--- src/rtl/powlib_pktfifo.sv ---
// Single-clock packet FIFO: beats are written speculatively and become visible to the
// reader only once the packet's last beat commits; open packets can be dropped.
module powlib_pktfifo #(
    parameter int unsigned W   = 16,
    parameter int unsigned D   = 8,
    parameter int unsigned NFS = 0,
    parameter int unsigned NES = 0,
    parameter string       ID  = "PFIFO"
) (
    input  logic                   clk,
    input  logic                   rst,
    input  logic [W-1:0]           wrdata,
    input  logic                   wrvld,
    input  logic                   wrlast,
    input  logic                   wrdrop,
    output logic                   wrrdy,
    output logic                   wrnf,
    output logic                   wrerr,
    output logic [W-1:0]           rddata,
    output logic                   rdlast,
    output logic                   rdvld,
    input  logic                   rdrdy,
    output logic                   rdne,
    output logic [$clog2(D+1)-1:0] cnt
);

    localparam int unsigned PW    = $clog2(D);
    localparam int unsigned CW    = $clog2(D + 1);
    localparam int unsigned NfThr = D - NFS - 1;

    if (D < 2 || NFS + 1 > D || NES >= D) begin : g_param_check
        $fatal(1, "%s: illegal parameters (D=%0d NFS=%0d NES=%0d)", ID, D, NFS, NES);
    end

    logic [W:0]    mem [D];
    logic [PW-1:0] wrptr_q, wrptr_d;
    logic [PW-1:0] wrcmt_q, wrcmt_d;
    logic [PW-1:0] rdptr_q, rdptr_d;
    logic [CW-1:0] used_q, used_d;
    logic [CW-1:0] cnt_q, cnt_d;
    logic          wrinc, rdinc, commit, drop, auto_drop, rdlast_raw;

    function automatic logic [PW-1:0] ptr_inc(input logic [PW-1:0] p);
        return (p == PW'(D - 1)) ? '0 : p + PW'(1);
    endfunction

    always_comb begin
        // The whole FIFO is one open packet: it can never commit, so discard it.
        auto_drop = (used_q == CW'(D)) && (cnt_q == '0);
        wrrdy     = (used_q != CW'(D));
        rdvld     = (cnt_q != '0);
        wrinc     = wrvld & wrrdy;
        rdinc     = rdvld & rdrdy;
        drop      = wrdrop | auto_drop;
        commit    = wrinc & wrlast & ~drop;

        wrptr_d = wrptr_q;
        wrcmt_d = wrcmt_q;
        rdptr_d = rdptr_q;

        if (drop) begin
            wrptr_d = wrcmt_q;
        end else if (wrinc) begin
            wrptr_d = ptr_inc(wrptr_q);
        end
        if (commit) begin
            wrcmt_d = ptr_inc(wrptr_q);
        end
        if (rdinc) begin
            rdptr_d = ptr_inc(rdptr_q);
        end

        used_d = drop ? cnt_q - CW'(rdinc) : used_q + CW'(wrinc) - CW'(rdinc);
        // On commit every beat up to and including this one becomes readable.
        cnt_d  = (commit ? used_q + CW'(1) : cnt_q) - CW'(rdinc);

        {rdlast_raw, rddata} = mem[rdptr_q];
        rdlast = rdvld & rdlast_raw;
        wrerr  = auto_drop;
        wrnf   = (used_q >= CW'(NfThr));
        rdne   = (cnt_q <= CW'(NES));
        cnt    = cnt_q;
    end

    always_ff @(posedge clk or negedge rst) begin
        if (!rst) begin
            wrptr_q <= '0;
            wrcmt_q <= '0;
            rdptr_q <= '0;
            used_q  <= '0;
            cnt_q   <= '0;
        end else begin
            wrptr_q <= wrptr_d;
            wrcmt_q <= wrcmt_d;
            rdptr_q <= rdptr_d;
            used_q  <= used_d;
            cnt_q   <= cnt_d;
        end
    end

    always_ff @(posedge clk) begin
        if (wrinc) begin
            mem[wrptr_q] <= {wrlast, wrdata};
        end
    end

endmodule

--- config.mk ---
export PLATFORM = sky130hd
export DESIGN_NAME = powlib_pktfifo
export DESIGN_NICKNAME = d
export VERILOG_FILES = /design/src/rtl/powlib_pktfifo.sv
export SDC_FILE = /design/constraint.sdc
export NUM_CORES = 1
export LEC_CHECK = 0
export ABC_AREA = 1
export ABC_CLOCK_PERIOD_IN_PS = 2670
export BUFFER_PORTS_ARGS = -buffer_cell sky130_fd_sc_hd__buf_2
export CORE_MARGIN = 2
export CORE_UTILIZATION = 40
export CTS_CLUSTER_SIZE = 14
export DETAILED_ROUTE_END_ITERATION = 8
export SYNTH_ARGS = -nofsm -noshare
export SYNTH_HDL_FRONTEND = slang
export SYNTH_SLANG_ARGS = --single-unit
--- constraint.sdc ---
create_clock -name clk -period 2.67 [get_ports clk]
set_clock_uncertainty 0.15 [all_clocks]
set_input_delay 0.1335 -clock clk [delete_from_list [all_inputs] [get_ports clk]]
set_output_delay 0.1335 -clock clk [all_outputs]
set_load 0.01 [all_outputs]
=== Yosys cells after proc, flatten, opt, wreduce, memory -nomap -nowiden ===
Memories as Yosys holds them, arrays and structs flattened.
Cells that the tools add are included.

* Memory bits (read-only): 0
* Bits in writable memories: 136
* Logic and storage cells: 38
* Memories kept: 1
* Output and inout bits: 26
* Latch bits: 0
* Bits in registers: 17

* Equality and inequality tests: 4
* Reductions and logical operators: 4
* Add/sub/neg operators: 7
* Div/mod/pow operators: 0
* Order comparisons: 2
* Bitwise gates (word level): 7
* $mul: 0
* Muxes and demuxes: 8
* Shift-type cells: 0

{| class="wikitable"
|+ Memories
! memory !! depth !! width !! read ports !! clocked after Yosys merged registers in !! wr ports !! RTL line !! RTL
|-
| mem || 8 || 17 || 1 || 0 || 1 || 35 || <nowiki>logic [W:0] mem [D];</nowiki>
|}

{| class="wikitable"
|+ Operators by type and width
! cell !! count
|-
| two-way mux 3 bit || 4
|-
| subtractor 4 x 1 -> 4 bit || 3
|-
| two-way mux 4 bit || 2
|-
| adder 3 x 1 -> 3 bit (second input constant) || 2
|-
| == test 3 bit (second input constant) || 2
|-
| AND 1 bit || 5
|-
| adder 4 x 1 -> 4 bit || 1
|-
| adder 4 x 1 -> 4 bit (second input constant) || 1
|-
| == test 4 bit (second input constant) || 1
|-
| >= comparator 4 x 3 -> 1 bit (second input constant) || 1
|-
| <= comparator 4 x 1 -> 1 bit (second input constant) || 1
|-
| zero test 4 bit || 1
|-
| != test 4 bit (second input constant) || 1
|-
| nonzero test 4 bit || 1
|-
| two-way mux 1 bit || 2
|-
| nonzero test 2 bit || 1
|-
| logical AND 1 bit || 1
|-
| inverter 1 bit || 1
|-
| bitwise OR 1 bit || 1
|}

=== Longest topological paths before layout ===
* Word-level depth: 7
* Depth in mapped cells: 13
* Mapped depth without buffers: 13

=== Least setup slack after synthesis ===
No wires, ideal clock.

* Path kind: register to register
* Start: register used_q[1]
* End: memory mem[0][0] (netlist name) (enable)
* Arrival time: 2,052 ps
* Clock period less this slack: 2,593 ps
* Stages on the path, launching flop included: 8
* Slack: 77 ps
* Path buffers: 0
* Path through: dfrtp_1 -> inv_1 -> ha_1 -> nand2_2 -> inv_1 -> nor2_1 -> nand2_1 -> nor2_1

* Longest elaborated chain between the ends: 4

{| class="wikitable"
|+ RTL lines
! item !! RTL line !! RTL
|-
| from (decl) || 39 || <nowiki>logic [CW-1:0] used_q, used_d;</nowiki>
|-
| from (signal assigned) || 96 || <nowiki>used_q <= used_d;</nowiki>
|-
| != test 4 bit || 50 || <nowiki>wrrdy = (used_q != CW'(D));</nowiki>
|-
| named net wrrdy || 16 || <nowiki>output logic wrrdy,</nowiki>
|-
| AND 1 bit || 52 || <nowiki>wrinc = wrvld & wrrdy;</nowiki>
|-
| two-way mux 1 bit || 102 || <nowiki>if (wrinc) begin</nowiki>
|-
| two-way mux 1 bit (not written as such) || 103 || <nowiki>mem[wrptr_q] <= {wrlast, wrdata};</nowiki>
|-
| to (decl) || 35 ||
|}

The timed path passes the listed nets, and every way through them passes these cells.

=== Worst setup path in the final report ===
* Start: register used_q[0]
* End: register used_q[1]

* Longest elaborated chain between the ends: 5
* Elaborated cells on any way between the ends: 8
* Classes of those cells: 2 x add/sub; 2 x eq/ne; 1 x mux; 2 x bitwise; 1 x reduce/logical

{| class="wikitable"
|+ RTL lines
! item !! RTL line !! RTL
|-
| != test 4 bit || 50 ||
|-
| AND 1 bit || 52 ||
|-
| adder 4 x 1 -> 4 bit || 73 || <nowiki>used_d = drop ? cnt_q - CW'(rdinc) : used_q + CW'(wrinc) - CW'(rdinc);</nowiki>
|-
| subtractor 4 x 1 -> 4 bit || 73 ||
|-
| two-way mux 4 bit * || 73 ||
|-
| named net used_d[1] || 39 ||
|}

Mark *: on every way through the listed nets, which the timed path passes. The rest lies on a longest branch.
A chain may end at the register's enable or synchronous reset.

==> results.ini <==
[setup_path]
worst_setup_path_end_kind=flop
cpMostUsedCell=inv_1
path_max_fanout=5
startpoint_type=flop
slowest_stage=dfrtp_1
worstSetupPathType=flop to flop
worst_path_largest_cell_delay_ns=0.44
crit_chain=inv_1 > ha_1 > nand2_2 > inv_1 > nor2_2 > nor2_2 > inv_1 > nand2_1 > ha_1 > inv_1 > fa_1 > or2_2 > o21ai_2
arrival_ns=2.69
cp.required_ns=2.88

[pwr]
intPower_mw=5.32
netSwitchingFraction_pct=36.3
clkPwrFrac_pct=26.2
p_leak_nw=2.97
combPwrFrac_pct=35.5
powerDensity_nw_per_um2=1080
finalPower_mw=8.35
seqPwrFrac_pct=38.3
worst_ir_drop_vdd_uv=505
p_switching_mw=3.03

[sta]
fmax_ghz=0.403
tightest_slew_ns=0.480
rsz0062_at_grt=no
period_share_pct=93.0
max_slew_margin_pct=68.0
period_minus_slack_ns=2.48
whs_ns=0.0141
setup_tns_ns=0
setup_ws_ns=0.187
hold_violations=0
drv_slew=0
setup_viol=0

[placed_design]
dp_hpwl_mm=8.13
pre_cts_slack_ns=0.0892
gp_congestion=0.858
numPortBuffers=47
dp.cells=812

[drt]
met3WireLength_microns=661
wire_per_inst_microns=16.1
wl_mm=13.9
dr.first_iter.drc_count=371
antenna_left=0
drc=0
via_count=4254
drtPass1Iterations=6
met1_length_mm=6.10
wl_met2_mm=6.78
top_layer_used=met4
vias_per_cell=4.94

[global_route]
grt.overflow.total=0
antenna_found_initial=0
grt_pass1_vias=4298
grt_pass1_wl_mm=21.9
grt_max_degree=71
grt_util_all_layers_pct=16.7

[clock_network]
ctsLongestPathBuffers=2
path_clk_slew_ns=0.06
cts_sinks=153
cts_root_buffer=clkbuf_16
cts_tree=built
clk_latency_ns=0.43
cts_setup_buffers=0
cts_max_level=4
numCtsBuffers=17

[final_layout]
regArea_sq_um=4510
multi_input_area_sq_um=1710
drive_above_1_share_pct=18.3
area_growth_pct=19.5
final_cells=861
layout.nets=671
fillers=1392
diodes=0

[floorplanning]
io_pins=48
die_area_sq_um=17200
coreArea_sq_um=15800
start_util_pct=40.9
num_rows=46
die_h_microns=131
die_x_microns=131

[yosys]
ys_seq_area_share_pct=69.7
syn-num-nets=591
ys_ff_latch=153
post_synth_num_cell_types=29
syn_avg_cell_area_sq_um=11.7
synthCells=554
yosysWarnings=0
synthesis.area_sq_um=6470

[hold_path]
hp-class=input pin to asynchronous set/reset pin

[flow_run]
maxCapViolations=0

[run_status]
status=finished, final reports clean

-- routing by layer --
metal / vias to the layer above / global-route usage, %
li1: 2082 / -
met1: 2048 / 20.4
met2: 101 / 27.6
met3: 23 / 4.59
met4: 0 / 7.67
met5: - / 0
-- per-stage QoR --
stage               utilization (%)  instance area [sq um]
finish                         48.8                   7730
global placement               44.2                   7000
detailed placement             44.2                   7000
CTS                            48.8                   7720
global route                   48.8                   7730
floorplan                         -                   6470
-- cells in the mapped netlist --
cell type / instances / area, sq um
nand3_2: 1 / 10.0
xor2_1: 5 / 43.8
clkinv_1: 1 / 3.75
dfrtp_1: 17 / 425
buf_4: 4 / 30.0
ha_1: 14 / 175
nand2_2: 3 / 18.8
nor2_1: 103 / 387
buf_6: 3 / 33.8
nand2_1: 89 / 334
a31oi_1: 16 / 100
or2_2: 1 / 6.26
edfxtp_1: 136 / 4080
o21ai_0: 70 / 350
o22ai_1: 2 / 12.5
inv_2: 2 / 7.51
o21ai_1: 7 / 35.0
a21oi_1: 17 / 85.1
nand3_1: 9 / 45.0
o21ai_2: 2 / 17.5
xnor2_1: 2 / 17.5
clkbuf_1: 6 / 22.5
fa_1: 1 / 20.0
a31oi_2: 1 / 12.5
inv_1: 24 / 90.1
nor2_2: 2 / 12.5
buf_2: 13 / 65.1
inv_4: 2 / 12.5
nand4_2: 1 / 12.5
-- cell families after synthesis --
logic type,count (synthesis),share of synthesized area (%)
buffers and inverters,55,4.10
adders and majority gates,15,3.02
and+or+nand+nor,209,12.8
DFF,153,69.7
xor gates and xnor gates,7,0.948
AOI/OAI and AO/OA,115,9.48
-- state kept, by name, indices dropped and copies added (netlist names) --
register and count:
cnt 4, mem 136, rdptr_q 3, used_q 4
wrcmt_q 3, wrptr_q 3
-- final timing paths --
path                       depth (start not counted)       start  slack, ns    endpoint
max                                               13   used_q[0]       0.19   used_q[1]
max in group asynchronous                          2         rst       2.03  rdptr_q[0]
min reg2reg                                        2  wrcmt_q[0]       0.34  wrcmt_q[0]
max reg2reg                                       13   used_q[0]       0.19   used_q[1]
min in group clk                                   4       wrvld       0.08  wrcmt_q[0]
min                                                2         rst       0.01  wrcmt_q[1]
-- cell usage in the layout (no fill, tap or decap), types with 7 or more instances in the layout --
cell type	synthesis	layout
ha_1	14	14
dlygate4sd3_1	0	19
o21ai_0	70	70
nor2_2	2	9
clkbuf_16	0	17
buf_4	4	20
nand2_1	89	89
nor2_1	103	96
edfxtp_1	136	136
nand3_1	9	9
o21ai_1	7	7
inv_1	24	24
buf_2	13	47
dfrtp_1	17	15
a21oi_1	17	17
a31oi_1	16	16
-- critical path: cells and delay by family (launching register included) --
family	cells	cell delay, ns
fa+ha+maj	3	0.80
simple gates	5	0.67
flops	1	0.44
buf+inv	4	0.29
compound gates	1	0.05
-- power groups by stage --
stage	combinational [mW]	sequential, mW	clock [mW]
2_1_floorplan	1.98	3.22	0
3_3_place_gp	2.90	3.22	0
3_5_place_dp	2.95	3.24	0
4_1_cts	2.99	3.19	2.24
5_1_grt	3.34	3.23	2.32
6_report	2.96	3.20	2.19
-- layout make-up --
cell class | count | share of cell area, %
multi-input combinational | 346 | 22.2
timing repair buffer | 87 | 7.62
inverter | 29 | 1.47
clock buffer | 18 | 5.55
clock inverter | 12 | 1.34
tap | 216 | 3.50
sequential | 153 | 58.4
-- what timing repair did --
item	4_1_cts	5_1_grt
resized for setup	0	5
hold buffers	19	0
endpoints found under the hold margin	154	0
endpoints found under the setup margin	0	7
Note: power is estimated with default switching activity, not from simulation.
